--- config.mk ---
export PLATFORM = sky130hd
export DESIGN_NAME = seq_shifter
export DESIGN_NICKNAME = d
export VERILOG_FILES = /design/src/rtl/shift_pkg.sv /design/src/rtl/shift_step.sv /design/src/rtl/seq_shifter.sv
export SDC_FILE = /design/constraint.sdc
export NUM_CORES = 1
export LEC_CHECK = 0
export ABC_AREA = 0
export CAP_MARGIN = 20
export CORE_UTILIZATION = 51
export CTS_CLUSTER_SIZE = 12
export DETAILED_ROUTE_END_ITERATION = 10
export PLACE_DENSITY_LB_ADDON = 0.08
export SLEW_MARGIN = 5
export SYNTH_ARGS = -nofsm -noshare
export SYNTH_HDL_FRONTEND = slang
export SYNTH_SLANG_ARGS = --single-unit
--- constraint.sdc ---
create_clock -name clk -period 3 [get_ports clk]
set_input_delay 0.3 -clock clk [delete_from_list [all_inputs] [get_ports clk]]
set_output_delay 0.3 -clock clk [all_outputs]
set_load 0.02 [all_outputs]
--- src/rtl/shift_pkg.sv ---
`default_nettype none
// ============================================================================
// Module   : shift_pkg
// Purpose  : Shared definitions for the sequential shifter. It holds the
//            operation encodings and the controller state type.
// Revision : 1.0  initial release
// ============================================================================
package shift_pkg;

    // Operation encodings presented on the op port
    localparam logic [1:0] OP_SLL  = 2'b00;
    localparam logic [1:0] OP_SRL  = 2'b01;
    localparam logic [1:0] OP_SRA  = 2'b10;
    localparam logic [1:0] OP_ROTR = 2'b11;

    // Controller states
    typedef enum logic [1:0] {
        ST_IDLE  = 2'd0,
        ST_SHIFT = 2'd1,
        ST_DONE  = 2'd2
    } state_t;

endpackage : shift_pkg
`default_nettype wire

--- src/rtl/shift_step.sv ---
`default_nettype none
// ============================================================================
// Module   : shift_step
// Purpose  : Combinational single-step shifter. It applies one shift of
//            distance k (0..STEP) for the selected operation. Each output bit
//            is a (STEP+1)-input mux over neighbouring input bits, so no
//            full barrel shifter is built.
// Ports    : data_in  [WIDTH-1:0]          operand for this step
//            op       [1:0]                SLL / SRL / SRA / ROTR
//            k        [clog2(STEP+1)-1:0]  distance for this step, 0..STEP
//            data_out [WIDTH-1:0]          shifted operand
// Revision : 1.0  initial release
// ============================================================================
module shift_step
    import shift_pkg::*;
#(
    parameter int WIDTH = 32,
    parameter int STEP  = 1
) (
    input  logic [WIDTH-1:0]           data_in,
    input  logic [1:0]                 op,
    input  logic [$clog2(STEP+1)-1:0]  k,
    output logic [WIDTH-1:0]           data_out
);

    for (genvar i = 0; i < WIDTH; i++) begin : g_bit
        // w_cand[j] is the value of output bit i for a shift distance of j
        logic [STEP:0] w_cand;

        for (genvar j = 0; j <= STEP; j++) begin : g_cand
            logic w_sll;
            logic w_srl;
            logic w_sra;
            logic w_rot;

            if (i >= j) begin : g_sll_src
                assign w_sll = data_in[i-j];
            end else begin : g_sll_zero
                assign w_sll = 1'b0;
            end

            // While an SRA is in progress the working MSB still holds the
            // captured operand MSB, so it is the correct fill bit.
            if (i + j < WIDTH) begin : g_right_src
                assign w_srl = data_in[i+j];
                assign w_sra = data_in[i+j];
            end else begin : g_right_fill
                assign w_srl = 1'b0;
                assign w_sra = data_in[WIDTH-1];
            end

            assign w_rot = data_in[(i+j) % WIDTH];

            assign w_cand[j] = (op == OP_SLL) ? w_sll :
                               (op == OP_SRL) ? w_srl :
                               (op == OP_SRA) ? w_sra : w_rot;
        end

        assign data_out[i] = w_cand[k];
    end

endmodule : shift_step
`default_nettype wire

--- src/rtl/seq_shifter.sv ---
`default_nettype none
// ============================================================================
// Module   : seq_shifter
// Purpose  : Multi-cycle shifter. An accepted start captures the operand,
//            the operation and the shift amount. Each SHIFT cycle then moves
//            the working register by up to STEP bit positions until the
//            remaining distance is zero. done pulses for one cycle when the
//            result is valid.
// Ports    : clk      rising-edge clock
//            rst_n    asynchronous active-low reset
//            start    request a new operation (honoured when busy=0)
//            op       00 SLL, 01 SRL, 10 SRA, 11 ROTR
//            data_in  operand, WIDTH bits
//            shamt    unsigned shift amount, SHAMT_W bits
//            abort    cancels an operation in SHIFT; has priority over start
//            busy     high while in SHIFT
//            done     one-cycle result-valid pulse
//            result   working register / shifted value
// Revision : 1.0  initial release
// ============================================================================
module seq_shifter
    import shift_pkg::*;
#(
    parameter int WIDTH   = 32,
    parameter int STEP    = 1,
    parameter int SHAMT_W = $clog2(WIDTH)
) (
    input  logic               clk,
    input  logic               rst_n,
    input  logic               start,
    input  logic [1:0]         op,
    input  logic [WIDTH-1:0]   data_in,
    input  logic [SHAMT_W-1:0] shamt,
    input  logic               abort,
    output logic               busy,
    output logic               done,
    output logic [WIDTH-1:0]   result
);

    // Width needed to express a per-cycle distance of 0..STEP
    localparam int c_k_w = $clog2(STEP + 1);

    state_t             r_state;
    state_t             w_state_nxt;
    logic [WIDTH-1:0]   r_work;
    logic [WIDTH-1:0]   w_step_out;
    logic [1:0]         r_op;
    logic [SHAMT_W-1:0] r_rem;
    logic [SHAMT_W-1:0] w_rem_nxt;
    logic [c_k_w-1:0]   w_k;
    logic               w_accept;

    // k = min(STEP, remaining). The subtraction below cannot wrap because
    // k never exceeds r_rem.
    assign w_k       = (r_rem > SHAMT_W'(STEP)) ? c_k_w'(STEP) : r_rem[c_k_w-1:0];
    assign w_rem_nxt = r_rem - SHAMT_W'(w_k);

    shift_step #(
        .WIDTH (WIDTH),
        .STEP  (STEP)
    ) u_shift_step (
        .data_in  (r_work),
        .op       (r_op),
        .k        (w_k),
        .data_out (w_step_out)
    );

    // ------------------------------------------------------------------
    // State register
    // ------------------------------------------------------------------
    always_ff @(posedge clk or negedge rst_n) begin
        if (!rst_n) begin
            r_state <= ST_IDLE;
        end else begin
            r_state <= w_state_nxt;
        end
    end

    // ------------------------------------------------------------------
    // Next-state and accept decode
    // ------------------------------------------------------------------
    always_comb begin
        w_state_nxt = ST_IDLE;
        w_accept    = 1'b0;
        case (r_state)
            ST_IDLE, ST_DONE: begin
                // abort has no effect outside SHIFT
                if (start) begin
                    w_accept    = 1'b1;
                    w_state_nxt = (shamt != '0) ? ST_SHIFT : ST_DONE;
                end else begin
                    w_state_nxt = ST_IDLE;
                end
            end
            ST_SHIFT: begin
                if (abort) begin
                    w_state_nxt = ST_IDLE;
                end else if (w_rem_nxt == '0) begin
                    w_state_nxt = ST_DONE;
                end else begin
                    w_state_nxt = ST_SHIFT;
                end
            end
            default: begin
                w_state_nxt = ST_IDLE;
            end
        endcase
    end

    // ------------------------------------------------------------------
    // Datapath: capture on accept, step while shifting
    // ------------------------------------------------------------------
    always_ff @(posedge clk or negedge rst_n) begin
        if (!rst_n) begin
            r_work <= '0;
            r_op   <= '0;
            r_rem  <= '0;
        end else if (w_accept) begin
            r_work <= data_in;
            r_op   <= op;
            r_rem  <= shamt;
        end else if (r_state == ST_SHIFT) begin
            if (abort) begin
                r_rem <= '0;
            end else begin
                r_work <= w_step_out;
                r_rem  <= w_rem_nxt;
            end
        end
    end

    assign busy   = (r_state == ST_SHIFT);
    assign done   = (r_state == ST_DONE);
    assign result = r_work;

endmodule : seq_shifter
`default_nettype wire
==> metrics.md <==
| Metric | Value |
|---|---|
| Outcome | complete, no violations |
| Maximum clock rate | 0.470 GHz |
| Post-Synth XOR/XNOR Area | 0% |
| CTS Sinks | 41 |
| Fillers | 396 |
| Worst setup path start | r_state[0]$_DFF_PN0_ |
| Simple-Gate Fraction of Synth Area | about a fifth |
| Width of the die | 72.6 um |
| CP max stage delay | 0.70 ns |
| FP Rows | 25 |
| Tightest Pin Transition | 0.937 ns |
| Seq cells post-synth | 41 |
| Max FO, Critical Path | 7 |
| Synth Area in Adders | less than 1% |
| Final setup fails | 0 |
| Routed WL | about 5800 um |
| Synth Area in Compound Gates | 21.2% |
| CP Launch Type | flop |
| Worst path top cell family by delay | buffers and inverters |
| Postcts setup bufs | 0 |
| GRT Util Overall | 23.6% |
| Critical Path, Cell by Cell | nor2b_1 > clkdlybuf4s50_1 |
| Setup TNS | 0 ns |
| Critical Path End Type | output pin |
| Dpl ws | 0.668 ns |
| Syn_nets | 284 |
| CP Data Required Time | 2.70 ns |
| Final Util | 71.1% |
| Antenna Diode Count | 0 |
| Synth top area share | 40.4% |
| P_leak | ~1.4 nW |
| Initial Util | 53.5% |
| Worst-case clock buffer depth | 2 |
| Vias | 2120 |
| Final nets | 348 |
| List of most frequent post-synthesis cells | dfrtp_1 (41), nand2_1 (40), o211ai_2 (33) |
| FF-to-FF Start | r_rem[2]$_DFFE_PN0N_ |
| PostCTS Resize Cnt | 0 |
| Final Hold Vio Count | 0 |
| Max cap viols | 0 |
| Distinct cells, synth | 29 |
| Most common cell in the netlist | dfrtp_1 |
| Peak supply drop | 0.653 mV |
| RSZ-0062 raised after global routing | false |
| Post-synth EDFFs | 0 |
| PnR worst setup slack | 0.873 ns |
| Critical path buffer and inverter count | 1 |
| Io pins | between 70 and 80 |
| Critical path class | flop to output pin |
| RD Place Congestion | approximately 0.8 |
| Dominant synthesized flop cell | dfrtp_1 |
| Initial antenna violation count | 0 |
| Drt pass-1 iters | 4 |
| Max Transition Viols Final | 0 |
| Port Buffers | 76 |
| Reg clk slew, reported paths | roughly 0.08 ns |
| Final period utilization | 70.9% |
| CTS tree | done |
| Fraction of layout cells with a size suffix above 1 | 21.3% |
| Remaining DRCs | 0 |
| First-pass GRT wire length | 9650 um |
| Vias in the first global route | 2016 |
| Synth area leaders | dfrtp_1 (40%), o211ai_2 (16%), mux2i_1 (12%) |
| Fin crit period | 2.13 ns |
| Seq/Total Area, Yosys | about two fifths |
| Vias per cell | between 5 and 6 |
| Starting DRC count in detailed routing | 127 |
| Clk_lat worst skew | between 0.2 and 0.3 ns |
| Largest net degree at the start of global routing | 65 |
| Post-synthesis mux area share | 11.8% |
| Detailed placement HPWL | 3810 um |
| Worst EP arrival | 1.83 ns |
| Cts hold-fix bufs | 0 |
| Crit-path slowest cell | clkdlybuf4s50_1 |
| Core area | ~4800 um2 |
| Root buffer cell | clkbuf_8 |
| Post-DRT Antenna Nets | 0 |
| Largest family of logic cells by synthesized area | compound AO/OA/AOI/OAI gates |
| Hold Crit Class | input pin to asynchronous set/reset pin |
| Syn-to-layout area delta | 33.0% |
| Synth area leader | dfrtp_1 |
| Syn_area_per_cell | 10.6 um2 |
| Post-Synthesis Cells | 240 |
| Die ar. | about 5300 um2 |
| Number of H-tree levels | 2 |
| DR WL/cell | 15.6 um |
| Clock Skew | around 0.0062 ns |
| Inserted Clock Buffers | 5 |
| Cell Pwr Density | 1110 nW/um2 |
| Gr ovfl total | 0 |
| Die height | roughly 73 um |
| Synthesized area | between 2000 and 3000 um2 |
| Ys async rst share | 100% |
| Syn. warnings | 0 |
| Max_slew headroom | 37.5% |
per-layer routing:
layer,share of wire (%),vias up,GRT usage [%]
li1,-,1007,-
met1,45,1039,32.1
met2,49,69,38.4
met3,4.5,5,5.11
met4,1.1,0,6.10
met5,0,-,0
sequential cells by signal (all words and copies together), names as in the netlist:
| register | count |
|---|---|
| r_op | 2 |
| result | 32 |
| r_state | 2 |
| r_rem | 5 |
worst reg2reg max path, delay by kind of cell, from the launching register on:
family	cells	cell delay [ns]
AOI/OAI and AO/OA	2	0.90
and+or+nand+nor	2	0.60
DFF	1	0.44
placed cells by master, fill, tap and decap left out, types with 2 or more instances in the layout:
master and n:
a21oi_1 3, a221o_1 4, and2b_1 2, and3_1 2, buf_4 2, clkbuf_8 7
clkdlybuf4s50_1 75, dfrtp_1 41, mux2i_1 30, nand2_1 40, nand3_1 15, nand3_2 18
nor2_1 7, nor2b_1 3, nor3_1 2, o211ai_2 33, o21ai_0 4, o22ai_1 3
stage by stage:
step           hold slack, ns  power, W  cell area [um2]  cells
2_1_floorplan         0.00441   0.00268             2540    240
3_3_place_gp            0.501   0.00334             3280    364
3_5_place_dp            0.493   0.00338             3280    364
4_1_cts                 0.165   0.00379             3380    372
5_1_grt                 0.214   0.00401             3380    372
6_report                0.152   0.00376             3380    372
worst paths after layout:
kind	to	slack, ns	cells after the start
min reg2reg	r_rem[4]$_DFFE_PN0N_	0.58	1
min	result[22]$_DFFE_PN0P_	0.15	1
min in group clk	r_op[1]$_DFFE_PN0P_	0.54	3
max in group asynchronous	result[17]$_DFFE_PN0P_	2.27	1
max reg2reg	result[4]$_DFFE_PN0P_	0.98	4
max	busy	0.87	2
cell type report:
| class | instances | area, um2 | share of cell area, % |
|---|---|---|---|
| timing repair buffer | 78 | 771 | 22.8 |
| clock buffer | 7 | 96.3 | 2.85 |
| sequential | 41 | 1030 | 30.3 |
| clock inverter | 1 | 5.00 | 0.148 |
| inverter | 1 | 3.75 | 0.111 |
| tap | 67 | 83.8 | 2.48 |
| multi-input combinational | 177 | 1400 | 41.3 |
power breakdown:
group / leakage [nW] / switching [W] / internal [W]
Clock: 0.0542 / 0.000190 / 0.000208
Sequential: 0.507 / 0.000333 / 0.000819
Combinational: 0.885 / 0.00117 / 0.00104
logic make-up (layout without fill, tap and decap cells):
family	count (synthesis)	in the layout
adder cells (fa/ha/maj)	1	1
buffers and inverters	22	87
AND/OR/NAND/NOR	95	95
AO/OA/AOI/OAI	51	51
multiplexers	30	30
flip-flops	41	41
Note: power is estimated with default switching activity, not from simulation.
